<file path="src/rtl/axi_burst_sequencer.sv">
// axi_burst_sequencer
// Takes one AXI4 address-phase transfer (AR or AW) and steps through its
// len+1 beats. Each beat carries its address, the burst id and a last flag.
// Beat addresses follow the FIXED/INCR/WRAP rules. Only one burst is in
// flight at a time, so ax_ready stays low from acceptance until the last
// beat is consumed.
//
// Handshakes: a transfer happens on a rising edge where valid and ready are
// both high. A valid output is never withdrawn, and its payload is never
// changed, until that transfer has taken place.
module axi_burst_sequencer #(
    parameter bit ALIGN_ADDR = 1'b1,
    parameter int ADDR_WIDTH = 12,
    parameter int DATA_WIDTH = 32,
    parameter int ID_WIDTH   = 4
) (
    input  logic                  clk,
    input  logic                  rst,
    input  logic                  ax_valid,
    output logic                  ax_ready,
    input  logic [ID_WIDTH-1:0]   ax_id,
    input  logic [ADDR_WIDTH-1:0] ax_addr,
    input  logic [1:0]            ax_burst,
    input  logic [2:0]            ax_size,
    input  logic [7:0]            ax_len,
    output logic                  beat_valid,
    input  logic                  beat_ready,
    output logic [ADDR_WIDTH-1:0] beat_addr,
    output logic [ID_WIDTH-1:0]   beat_id,
    output logic                  beat_last,
    output logic                  beat_err,
    output logic                  dbg_state
);

    localparam int                  DATA_SIZE   = $clog2(DATA_WIDTH / 8);
    localparam logic [2:0]          DATA_SIZE_L = 3'(DATA_SIZE);
    localparam logic [ADDR_WIDTH-1:0] ONE       = ADDR_WIDTH'(1);

    localparam logic [1:0] BURST_FIXED = 2'd0;
    localparam logic [1:0] BURST_INCR  = 2'd1;
    localparam logic [1:0] BURST_WRAP  = 2'd2;
    localparam logic [1:0] BURST_RSVD  = 2'd3;

    typedef enum logic {
        ST_IDLE  = 1'b0,
        ST_BURST = 1'b1
    } state_t;

    state_t state_q, state_d;

    // Burst context captured at acceptance and advanced on every beat.
    logic [ID_WIDTH-1:0]   id_q,    id_d;
    logic [ADDR_WIDTH-1:0] addr_q,  addr_d;
    logic [1:0]            burst_q, burst_d;
    logic [2:0]            size_q,  size_d;
    logic [7:0]            len_q,   len_d;
    logic [7:0]            count_q, count_d;
    logic                  last_q,  last_d;
    logic                  err_q,   err_d;

    logic                  ax_fire;
    logic                  beat_fire;
    logic [2:0]            size_clamped;

    logic [ADDR_WIDTH-1:0] step;
    logic [ADDR_WIDTH-1:0] sum;
    logic [ADDR_WIDTH-1:0] low_mask;
    logic [ADDR_WIDTH-1:0] wrap_mask;
    logic [ADDR_WIDTH-1:0] incr_addr;
    logic [ADDR_WIDTH-1:0] next_addr;
    logic                  wrap_ok;

    assign ax_fire      = ax_valid & ax_ready;
    assign beat_fire    = beat_valid & beat_ready;
    // A beat can never be wider than the data bus.
    assign size_clamped = (ax_size > DATA_SIZE_L) ? DATA_SIZE_L : ax_size;

    // State register.
    always_ff @(posedge clk) begin
        if (rst) begin
            state_q <= ST_IDLE;
        end else begin
            state_q <= state_d;
        end
    end

    // Next state: idle until a request is taken, busy until the last beat leaves.
    always_comb begin
        state_d = state_q;
        case (state_q)
            ST_IDLE:  if (ax_fire) state_d = ST_BURST;
            ST_BURST: if (beat_fire && last_q) state_d = ST_IDLE;
            default:  state_d = ST_IDLE;
        endcase
    end

    // Outputs decoded from the registered state.
    always_comb begin
        ax_ready   = 1'b0;
        beat_valid = 1'b0;
        case (state_q)
            ST_IDLE:  ax_ready   = 1'b1;
            ST_BURST: beat_valid = 1'b1;
            default: begin
                ax_ready   = 1'b0;
                beat_valid = 1'b0;
            end
        endcase
    end

    // Address of the following beat, derived from the current one.
    always_comb begin
        step      = ONE << size_q;
        sum       = addr_q + step;
        low_mask  = step - ONE;
        wrap_mask = ADDR_WIDTH'(len_q[3:0]) << size_q;
        // Only 2, 4, 8 or 16 beat WRAP bursts are legal; others fall back to INCR.
        wrap_ok   = (len_q == 8'd1) || (len_q == 8'd3) ||
                    (len_q == 8'd7) || (len_q == 8'd15);
        incr_addr = ALIGN_ADDR ? (sum & ~low_mask) : sum;
        case (burst_q)
            BURST_INCR: next_addr = incr_addr;
            BURST_WRAP: next_addr = wrap_ok ? ((addr_q & ~wrap_mask) | (sum & wrap_mask))
                                            : incr_addr;
            BURST_FIXED: next_addr = addr_q;
            BURST_RSVD:  next_addr = addr_q;
            default:     next_addr = addr_q;
        endcase
    end

    // Context update: load on acceptance, advance on each consumed beat.
    always_comb begin
        id_d    = id_q;
        addr_d  = addr_q;
        burst_d = burst_q;
        size_d  = size_q;
        len_d   = len_q;
        count_d = count_q;
        last_d  = last_q;
        err_d   = err_q;
        if (ax_fire) begin
            id_d    = ax_id;
            addr_d  = ax_addr;
            burst_d = ax_burst;
            size_d  = size_clamped;
            len_d   = ax_len;
            count_d = 8'd0;
            last_d  = (ax_len == 8'd0);
            err_d   = (ax_burst == BURST_RSVD);
        end else if (beat_fire) begin
            if (last_q) begin
                // Burst done; flags drop so idle outputs look clean.
                count_d = 8'd0;
                last_d  = 1'b0;
                err_d   = 1'b0;
            end else begin
                count_d = count_q + 8'd1;
                addr_d  = next_addr;
                last_d  = ((count_q + 8'd1) == len_q);
            end
        end
    end

    // Context registers.
    always_ff @(posedge clk) begin
        if (rst) begin
            id_q    <= '0;
            addr_q  <= '0;
            burst_q <= 2'd0;
            size_q  <= 3'd0;
            len_q   <= 8'd0;
            count_q <= 8'd0;
            last_q  <= 1'b0;
            err_q   <= 1'b0;
        end else begin
            id_q    <= id_d;
            addr_q  <= addr_d;
            burst_q <= burst_d;
            size_q  <= size_d;
            len_q   <= len_d;
            count_q <= count_d;
            last_q  <= last_d;
            err_q   <= err_d;
        end
    end

    assign beat_addr = addr_q;
    assign beat_id   = id_q;
    assign beat_last = last_q;
    assign beat_err  = err_q;
    assign dbg_state = state_q;

endmodule

</file>
<file path="config.mk">
export PLATFORM = sky130hd
export DESIGN_NAME = axi_burst_sequencer
export DESIGN_NICKNAME = d
export VERILOG_FILES = /design/src/rtl/axi_burst_sequencer.sv
export SDC_FILE = /design/constraint.sdc
export NUM_CORES = 1
export LEC_CHECK = 0
export CELL_PAD_IN_SITES_DETAIL_PLACEMENT = 2
export CELL_PAD_IN_SITES_GLOBAL_PLACEMENT = 2
export CORE_UTILIZATION = 27
export CTS_CLUSTER_SIZE = 28
export DETAILED_ROUTE_END_ITERATION = 6
export HOLD_SLACK_MARGIN = 0.03
export MAX_ROUTING_LAYER = met4
export PLACE_DENSITY = 0.88
export REMOVE_ABC_BUFFERS = 1
export SLEW_MARGIN = 20
export SYNTH_ARGS = -nofsm -noshare
export SYNTH_HDL_FRONTEND = slang
export SYNTH_SLANG_ARGS = --single-unit
export TNS_END_PERCENT = 10
</file>
<file path="constraint.sdc">
create_clock -name clk -period 2.5 [get_ports clk]
set_clock_uncertainty 0.1 [all_clocks]
set_input_delay 0.375 -clock clk [delete_from_list [all_inputs] [get_ports clk]]
set_output_delay 0.375 -clock clk [all_outputs]
set_load 0.01 [all_outputs]
</file>
Word-level counts from Yosys, hierarchy flattened
Index checks and enable logic that the tools add are counted.
{"block": "word_totals", "regBits": 40, "latchBits": 0, "ramBits": 0, "romBits": 0, "input_bits": 33, "mem_count": 0}
{"block": "op_classes", "n_addsub": 3, "multipliers": 0, "div": 0, "order_cmp": 1, "eq_ne": 11, "shift": 2, "n_mux": 18, "n_bitwise": 9, "reduce_logical": 12}
{"operator": "$mux 12", "n": 4}
{"operator": "$and 12x12->12", "n": 3}
{"operator": "$not 12->12", "n": 2}
{"operator": "$pmux 12 s2", "n": 1}
{"operator": "$add 12x12->12", "n": 1}
{"operator": "$or 12x12->12", "n": 1}
{"operator": "$shl 1x3->12 const A", "n": 1}
{"operator": "$shl 4x3->12", "n": 1}
{"operator": "$sub 12x1->12 const B", "n": 1}
{"operator": "$mux 1", "n": 10}
{"operator": "$add 8x1->8 const B", "n": 1}
{"operator": "$eq 8x1->1 const B", "n": 1}
{"operator": "$eq 8x2->1 const B", "n": 1}
{"operator": "$eq 8x3->1 const B", "n": 1}
{"operator": "$eq 8x4->1 const B", "n": 1}
{"operator": "$eq 8x8->1", "n": 1}
{"operator": "$logic_not 8->1", "n": 1}
{"operator": "$mux 8", "n": 1}
{"operator": "$eq 2x2->1 const B", "n": 3}
{"operator": "$ne 2x1->1 const B", "n": 2}
{"operator": "$reduce_bool 2->1", "n": 2}
{"operator": "$reduce_or 2->1", "n": 2}
{"operator": "$gt 3x2->1 const B", "n": 1}
{"operator": "$logic_or 1x1->1", "n": 3}
{"operator": "other kinds (9)", "n": 10}

Depth between registers and ports, before layout
Gate-level depths: netlist of the first run.
{"block": "depth", "ltp_word": 9, "ltp_mapped": 12, "mapped_depth_nobuf": 10}

Least setup slack after synthesis of the first run
OpenSTA, ideal clock, no wires.
{"block": "synth_timing", "kind": "reg2reg", "from": "register size_q[0]", "to": "register with a tool-made name", "setup_ns": 0.074, "arrival_ns": 2.557, "path_slack_ns": -0.231, "stages_incl_launch_ff": 12, "period_less_slack_ns": 2.731, "path_cell_list": "dfxtp_1 -> buf_2 -> nor3_1 -> ha_1 -> inv_1 -> fa_1 -> and3b_1 -> a311oi_2 -> o211ai_1 -> a31oi_1 -> or3_1 -> a31oi_1"}
{"item": "start: declaration", "line": "55", "text": "logic [2:0] size_q, size_d;"}
{"item": "start signal: assignment", "line": "179", "text": "size_q <= size_d;"}

==> results.sh, run 1 <==
export IMPL_status="finished, violations left"
export IMPL_violations="setup timing"
export IMPL_min_period_ns=2.63
export IMPL_grt_max_degree=22
export IMPL_leakage_nw=1.39
export IMPL_core_area_um2=9950
export IMPL_finalHoldViolCount=0
export IMPL_pre_cts_slack_ns=-0.383
export IMPL_start_kind="flop"
export IMPL_cts_buffers=5
export IMPL_via_per_inst=5.54
export IMPL_start_util_pct=28.4
export IMPL_synthCells=375
export IMPL_avgSynthCellArea_um2=7.53
export IMPL_grt_overflow=0
export IMPL_worstSetupEndpointType="flop"
export IMPL_antenna_found_initial=0
export IMPL_drv_slew=0
export IMPL_finalWorstSetupSlack_ns=-0.125
export IMPL_power_frac_seq_pct=43.8
export IMPL_wl_met1_um=4950
export IMPL_hold_buffers=0
export IMPL_synth_seq_cells=40
export IMPL_p_per_area_nw_per_um2=432
export IMPL_rsz0062_at_grt="yes"
export IMPL_synth_edff_count=0
export IMPL_p_int_mw=1.14
export IMPL_switchingPower_uw=526
export IMPL_slew_headroom_pct=57.7
export IMPL_grt_pass1_wl_um=18900
export IMPL_setup_violations=4
export IMPL_wl_met2_um=6480
export IMPL_clkPwrFrac_pct=29.4
export IMPL_fmax_mhz=381
export IMPL_synth_area_um2=2830
export IMPL_cp_max_fo=4
export IMPL_swShare_pct=31.6
export IMPL_final_cell_mix="clkdlybuf4s50_1, nand2_1, dfxtp_1"
export IMPL_drive_above_1_share_pct=16.7
export IMPL_yosysUniqueCellTypes=62
export IMPL_die_h_um=104
export IMPL_dieWidth_um=104
export IMPL_required_ns=2.62
export IMPL_tritoncts_num_sinks=40
export IMPL_final_common_cell="clkdlybuf4s50_1"
export IMPL_postRouteAntennaNets=0
export IMPL_critPathKind="flop to flop"
export IMPL_drtIter0Drc=74
export IMPL_final_cell_count_no_fill=576
export IMPL_tightest_slew_ns=0.618
export IMPL_detail_route_first_pass_iterations=4
export IMPL_pin_count=54
export IMPL_nFillCells=1143
export IMPL_gp_congestion=0.867
export IMPL_fp_dieArea_um2=10900
export IMPL_synth_flop_cell="dfxtp_1"
export IMPL_placement_io_buffers=53
export IMPL_period_share_pct=105
export IMPL_via_count=3190
export IMPL_grt_util_all_layers_pct=22.7
export IMPL_ys_warn_count=0
export IMPL_final_nets=487
export IMPL_clock_latency_ns=0.29
export IMPL_highest_layer="met4"
export IMPL_p_comb_share_pct=26.7
export IMPL_diodes=0
export IMPL_wl_per_cell_um=20.9
export IMPL_cts_tree="yes"
export IMPL_cts_clk_slew_worst_paths_ns=0.09
export IMPL_num_rows=36
export IMPL_grt_pass1_vias=3513
export IMPL_crit_arrival_ns=2.74
export IMPL_async_flop_share_pct=0
export IMPL_drc_errors=0
export IMPL_synth_seq_area_share_pct=28.3
export IMPL_fin_area_um2=3860
export IMPL_place_area_um2=3620
export IMPL_hold_path_class="flop to flop"
export IMPL_cap_violations=0
export IMPL_dp_hpwl_um=8540
export IMPL_cts_max_level=2
export IMPL_routed_wl_um=12000
export IMPL_wl_met3_um=337
export IMPL_ir_drop_uv=218
export IMPL_area_delta_synth_final_pct=36.6
export IMPL_clk_path_buf_depth=2
export IMPL_placed_cells=564
export IMPL_cts_root_buf="clkbuf_8"
layout make-up:
type / count / area, µm² / share of cell area (%)
Multi-Input combinational cell: 294 / 1940 / 50.4
Sequential cell: 40 / 810 / 21.0
Timing Repair Buffer: 84 / 776 / 20.1
Tap cell: 133 / 166 / 4.31
Clock buffer: 7 / 96.3 / 2.50
Inverter: 18 / 67.6 / 1.75
worst paths after layout:
path,startpoint,to,slack [ns],cells past startpoint
worst max register to register,size_q[1]$_SDFFE_PP0P_,flop,-0.13,10
worst min-delay path,burst_q[1]$_SDFFE_PP0P_,burst_q[1]$_SDFFE_PP0P_,0.37,2
worst max-delay path,size_q[1]$_SDFFE_PP0P_,flop,-0.13,10
worst min register to register,burst_q[1]$_SDFFE_PP0P_,burst_q[1]$_SDFFE_PP0P_,0.37,2
power by group through the flow:
stage	registers (mW)	clock network, mW	logic, mW
global route	0.736	0.531	0.480
CTS	0.729	0.506	0.433
floorplan	0.743	0	0.181
global placement	0.738	0	0.392
detailed placement	0.742	0	0.416
finish	0.730	0.490	0.445
critical path: stages, from the launching register on:
cell	delay, ns
dfxtp_4	0.38
nor3_4	0.19
ha_2	0.22
inv_2	0.05
fa_2	0.36
and3b_1	0.25
a311oi_2	0.07
o211ai_1	0.22
a31oi_2	0.14
or3_1	0.35
a31oi_1	0.21
repair_timing:
action,4_1_cts,5_1_grt
gates cloned,0,0
endpoints found under the hold margin,0,0
pin swaps,9,10
gates resized for setup,16,15
setup buffers,2,3
setup endpoints to repair,8,9
per-layer routing:
metal	track usage, %	up-vias
met5	-	-
met4	6.12	0
met3	2.69	26
met2	43.1	71
met1	24.7	1603
li1	-	1490
logic make-up (layout without fill, tap and decap cells):
kind of cell	Yosys count	after routing	synth area share [%]
fa+ha+maj	12	12	5.62
compound gates	117	117	27.3
mux	9	9	3.41
simple gates	145	145	25.9
flops	40	40	28.3
buf+inv	41	109	6.07
xor+xnor	11	11	3.41
stage by stage:
stage	util [%]	hold slack, ns	power (mW)	setup TNS, ns
2_1_floorplan	-	0.330	0.923	-1.15
3_3_place_gp	36.3	0.343	1.13	-0.0856
3_5_place_dp	36.3	0.361	1.16	-1.04
4_1_cts	37.9	0.374	1.67	-0.379
5_1_grt	38.8	0.397	1.75	-0.860
6_report	38.8	0.371	1.67	-0.341
synth_stat cells (2+ instances only):
cell	instances	area [µm²]
a21o_1	3	22.5
a22oi_1	4	30.0
inv_1	18	67.6
or4_1	2	15.0
o211a_1	2	20.0
nor4_1	3	18.8
a21oi_1	37	185
nand3_1	13	65.1
nor2b_1	6	37.5
o311ai_0	3	26.3
mux2i_1	4	40.0
a31oi_1	8	50.1
o22ai_1	5	31.3
ha_1	10	125
nand2b_1	5	31.3
nand2_1	51	191
a211oi_1	2	15.0
a41oi_1	2	17.5
xor2_1	2	17.5
dfxtp_1	40	801
o2111ai_1	2	17.5
clkbuf_1	13	48.8
and3_1	2	12.5
buf_1	3	11.3
mux2_2	5	56.3
buf_2	5	25.0
nor2_1	30	113
nor3_1	10	50.1
nor3b_1	2	15.0
xnor2_1	9	78.8
or3_1	3	18.8
o211ai_1	4	30.0
a31o_2	2	17.5
and2_1	6	37.5
nand3b_1	4	30.0
a311oi_1	4	35.0
o21ai_0	26	130
Note: power is estimated with default switching activity, not from simulation.
==> inputs of run 2 (changes only) <==
- PLACE_DENSITY: 0.88 -> default
- PLACE_DENSITY_LB_ADDON: default -> 0.1
- SKIP_LAST_GASP: default -> 1
==> run 2 against run 1 <==
Wire length shrank 10%. Clock power rose by 14%. Register-to-register slack better by 0.08 ns. Cell count grew 1.2%. The run still ends with setup timing left. Combinational power down 2%. Setup slack improved by 0.081 ns. Global-route usage is 1.9 points lower. Die area did not move. Sequential power decreased by 1%. Count of clock-buffer cells in the layout is 2 lower.
==> results.sh, run 2 (synthesized netlist as in run 1, its figures left out) <==
export IMPL_clock_latency_ns=0.30
export IMPL_start_util_pct=28.4
export IMPL_fp_dieArea_um2=10900
export IMPL_timing_hold_ws_ns=0.370
export IMPL_crit_start="size_q[1]$_SDFFE_PP0P_"
export IMPL_final_nets=493
export IMPL_status="finished, violations left"
export IMPL_cts_tree="yes"
export IMPL_placed_cells=570
export IMPL_endpoint="beat_addr[11]$_SDFFE_PP0P_"
export IMPL_wl_per_cell_um=18.5
export IMPL_cts_max_level=2
export IMPL_clk_path_buf_depth=2
export IMPL_nFillCells=1161
export IMPL_grt_pass1_vias=3344
export IMPL_pin_count=54
export IMPL_rsz0062_at_grt="yes"
export IMPL_required_ns=2.60
export IMPL_tns_ns=-0.130
export IMPL_tritoncts_num_sinks=40
export IMPL_slew_headroom_pct=65.8
export IMPL_finalHoldViolCount=0
export IMPL_leakage_nw=1.42
export IMPL_hold_path_class="flop to flop"
export IMPL_r2r_worst_path_cells=11
export IMPL_cap_violations=0
export IMPL_postRouteAntennaNets=0
export IMPL_wl_met3_um=186
export IMPL_cts_clk_slew_worst_paths_ns=0.09
export IMPL_fmax_mhz=393
export IMPL_multi_input_area_um2=1910
export IMPL_dieWidth_um=104
export IMPL_pre_cts_slack_ns=-0.224
export IMPL_drv_slew=0
export IMPL_period_share_pct=102
export IMPL_routed_wl_um=10800
export IMPL_worstSetupEndpointType="flop"
export IMPL_via_count=3118
export IMPL_violations="setup timing"
export IMPL_finalWorstSetupSlack_ns=-0.0436
export IMPL_drive_above_1_share_pct=16.7
export IMPL_min_period_ns=2.54
export IMPL_cts_root_buf="clkbuf_8"
export IMPL_fin_area_um2=3880
export IMPL_grt_pass1_wl_um=17600
export IMPL_p_per_area_nw_per_um2=444
export IMPL_dp_hpwl_um=8310
export IMPL_ir_drop_uv=186
export IMPL_crit_arrival_ns=2.64
export IMPL_placement_io_buffers=53
export IMPL_place_area_um2=3660
export IMPL_grt_util_all_layers_pct=20.8
export IMPL_setup_violations=5
export IMPL_tightest_slew_ns=0.500
export IMPL_final_common_cell="clkdlybuf4s50_1"
export IMPL_r2r_end="beat_addr[11]$_SDFFE_PP0P_"
export IMPL_final_cell_count_no_fill=583
export IMPL_final_cell_mix="clkdlybuf4s50_1, nand2_1, dfxtp_1"
export IMPL_detail_route_first_pass_iterations=4
export IMPL_highest_layer="met4"
export IMPL_start_kind="flop"
export IMPL_wl_met2_um=5510
export IMPL_critPathKind="flop to flop"
export IMPL_gp_congestion=0.806
export IMPL_cp_max_fo=4
export IMPL_diodes=0
export IMPL_cts_buffers=5
export IMPL_drtIter0Drc=77
export IMPL_fin_util_pct=39.0
export IMPL_wl_met1_um=5020
export IMPL_p_total_mw=1.72
export IMPL_grt_max_degree=22
export IMPL_seq_area_um2=805
export IMPL_num_rows=36
export IMPL_reg2reg_from="size_q[1]$_SDFFE_PP0P_"
export IMPL_area_delta_synth_final_pct=37.3
export IMPL_grt_overflow=0
export IMPL_drc_errors=0
export IMPL_reg2reg_slack_ns=-0.04
export IMPL_die_h_um=104
export IMPL_antenna_found_initial=0
export IMPL_core_area_um2=9950
export IMPL_via_per_inst=5.35
==> run 2: changes by cell type in the layout (fill, tap and decap cells not counted), sizes merged <==
cell      previous run  this run
buf                 31        37
bufinv               0         1
clkbuf               7         5
clkinv               0         1
clkinvlp             0         1
==> run 2: layer usage <==
metal | vias up | GRT usage, %
li1 | 1510 | -
met1 | 1562 | 25.0
met2 | 38 | 37.4
met3 | 8 | 2.38
met4 | 0 | 4.18
met5 | - | -
==> run 2: report_power, final <==
part	switching, mW	internal [mW]	leakage, nW
combinational	0.214	0.224	1.03
sequential	0.0497	0.674	0.329
clock	0.263	0.296	0.0541
total	0.527	1.19	1.42
==> run 2: final cells by class <==
| cell class | instances | share of cell area, % |
|---|---|---|
| multi-input cells | 294 | 49.3 |
| repair buffers | 90 | 21.0 |
| flip-flops and latches | 40 | 20.7 |
| well taps | 133 | 4.29 |
| clock buffers | 5 | 1.77 |
| inverters | 18 | 1.74 |
| clock inverters | 3 | 1.10 |
==> run 2: timing repair <==
action                                  in CTS  in global routing
pin swaps                                   12                  6
hold endpoints to repair                     0                  0
endpoints found under the setup margin       7                 10
resized for setup                            9                 11
hold buffers                                 0                  0
buffers inserted                             4                  1
==> run 2: how the worst min path moves through the flow <==
stage | cells after the start | slack (ns) | endpoint | from
2_1_floorplan | 2 | 0.33 | burst_q[0]$_SDFFE_PP0P_ | burst_q[0]$_SDFFE_PP0P_
3_3_place_gp | 2 | 0.34 | beat_id[1]$_SDFFE_PP0P_ | beat_id[1]$_SDFFE_PP0P_
3_5_place_dp | 2 | 0.36 | beat_id[3]$_SDFFE_PP0P_ | beat_id[3]$_SDFFE_PP0P_
4_1_cts | 2 | 0.37 | beat_id[3]$_SDFFE_PP0P_ | beat_id[3]$_SDFFE_PP0P_
5_1_grt | 2 | 0.40 | beat_id[3]$_SDFFE_PP0P_ | beat_id[3]$_SDFFE_PP0P_
6_report | 2 | 0.37 | beat_id[3]$_SDFFE_PP0P_ | beat_id[3]$_SDFFE_PP0P_
==> run 2: worst max-delay path, stage by stage (launching register included) <==
cell      delay, ns
dfxtp_2        0.36
buf_4          0.15
nor2_4         0.12
nand2_2        0.08
inv_1          0.06
ha_1           0.22
a21o_1         0.21
maj3_4         0.36
o21ai_4        0.24
o221ai_4       0.16
nor2b_1        0.15
a211o_1        0.24
==> inputs of run 3 (changes only) <==
- clock period: 2.5 -> 2.1 ns (I/O delays scaled with it)
==> run 3 against run 2 <==
Utilization is 1.2 points higher. Count of clock-buffer cells in the layout stayed put. Global-route usage is 1.3 points higher. Wire length is 6.4% higher. Setup slack worse by 0.52 ns. Largest power group unchanged. Critical path type unchanged. The run still ends with setup timing left.
==> results.sh, run 3 (synthesized netlist as in run 1, its figures left out) <==
export IMPL_cts_clk_slew_worst_paths_ns=0.09
export IMPL_routed_wl_um=11500
export IMPL_violations="setup timing"
export IMPL_pre_cts_slack_ns=-0.690
export IMPL_finalWorstSetupSlack_ns=-0.563
export IMPL_grt_max_degree=22
export IMPL_drv_slew=0
export IMPL_p_total_mw=2.08
export IMPL_fin_area_um2=3990
export IMPL_pin_count=54
export IMPL_drtIter0Drc=61
export IMPL_grt_pass1_wl_um=18400
export IMPL_grt_pass1_vias=3420
export IMPL_cts_max_level=2
export IMPL_cts_buffers=5
export IMPL_drc_errors=0
export IMPL_wl_per_cell_um=19.2
export IMPL_clock_latency_ns=0.30
export IMPL_placement_io_buffers=53
export IMPL_clk_path_buf_depth=2
export IMPL_grt_util_met3_pct=2.57
export IMPL_area_delta_synth_final_pct=41.4
export IMPL_grt_util_all_layers_pct=22.2
export IMPL_critPathKind="flop to flop"
export IMPL_setup_violations=11
export IMPL_tritoncts_num_sinks=40
export IMPL_dieWidth_um=104
export IMPL_detail_route_first_pass_iterations=4
export IMPL_rsz0062_at_grt="yes"
export IMPL_start_util_pct=28.4
export IMPL_required_ns=2.23
export IMPL_ir_drop_uv=336
export IMPL_period_share_pct=127
export IMPL_gp_congestion=0.823
export IMPL_reg2reg_slack_ns=-0.56
export IMPL_gr_usage_met2_pct=39.3
export IMPL_fmax_mhz=375
export IMPL_min_period_ns=2.66
export IMPL_antenna_found_initial=0
export IMPL_hold_path_class="flop to flop"
export IMPL_via_count=3218
export IMPL_status="finished, violations left"
export IMPL_dp_hpwl_um=8870
export IMPL_finalHoldViolCount=0
export IMPL_met1_usage_pct=25.8
export IMPL_hold_buffers=0
export IMPL_final_cell_mix="clkdlybuf4s50_1, buf_4, nand2_1"
export IMPL_place_area_um2=3790
export IMPL_cp_max_fo=3
export IMPL_diodes=0
export IMPL_cts_tree="yes"
export IMPL_worstSetupEndpointType="flop"
export IMPL_postRouteAntennaNets=0
export IMPL_final_nets=510
export IMPL_slew_headroom_pct=65.2
export IMPL_cts_root_buf="clkbuf_8"
export IMPL_core_area_um2=9950
export IMPL_timing_hold_ws_ns=0.362
export IMPL_die_h_um=104
export IMPL_crit_arrival_ns=2.80
export IMPL_p_per_area_nw_per_um2=521
export IMPL_start_kind="flop"
export IMPL_via_per_inst=5.36
export IMPL_num_rows=36
export IMPL_tightest_slew_ns=0.508
export IMPL_cap_violations=0
export IMPL_drive_above_1_share_pct=19.5
export IMPL_grt_busiest_layer="met2"
export IMPL_fp_dieArea_um2=10900
export IMPL_grt_overflow=0
export IMPL_leakage_nw=1.51
-- run 3: critical path: stages (launching register included) --
cell	delay (ns)
dfxtp_2	0.35
nor3_4	0.21
ha_2	0.22
inv_1	0.06
fa_2	0.35
and3b_1	0.24
a311oi_2	0.07
o211ai_1	0.24
a31oi_2	0.16
or3_4	0.41
a31oi_2	0.18
-- run 3: power by group --
part / switching (mW) / internal, mW / total (mW)
Clock: 0.317 / 0.352 / 0.669
Sequential: 0.0516 / 0.801 / 0.852
Combinational: 0.272 / 0.287 / 0.559
-- run 3: stage by stage --
step	setup TNS, ns	cells	util [%]
2_1_floorplan	-6.31	352	-
3_5_place_dp	-4.76	587	38.1
4_1_cts	-4.32	598	39.7
3_3_place_gp	-3.20	587	38.1
6_report	-3.69	600	40.1
5_1_grt	-5.25	600	40.1
-- run 3: final timing paths --
check	depth (start not counted)	from	to
worst min register to register	2	beat_id[3]$_SDFFE_PP0P_	beat_id[3]$_SDFFE_PP0P_
worst min-delay path	2	beat_id[3]$_SDFFE_PP0P_	beat_id[3]$_SDFFE_PP0P_
worst max register to register	10	size_q[0]$_SDFFE_PP0P_	flop
worst max-delay path	10	size_q[0]$_SDFFE_PP0P_	flop
-- run 3: final cells by class --
class | count | area, µm²
repair buffers | 107 | 940
clock inverters | 3 | 42.5
clock buffers | 5 | 68.8
fillers | 1142 | 5960
inverters | 18 | 67.6
well taps | 133 | 166
multi-input cells | 294 | 1900
flip-flops and latches | 40 | 807
-- run 3: what timing repair did --
| action | 4_1_cts | 5_1_grt |
|---|---|---|
| setup endpoints to repair | 12 | 13 |
| gates resized for setup | 10 | 6 |
| pin swaps | 8 | 6 |
| setup buffers | 3 | 2 |
-- run 3: routing by layer --
| layer | part of all wire, % | vias up |
|---|---|---|
| met4 | 2.2 | 0 |
| li1 | - | 1542 |
| met5 | 0 | - |
| met3 | 2.8 | 18 |
| met2 | 51 | 57 |
| met1 | 44 | 1601 |
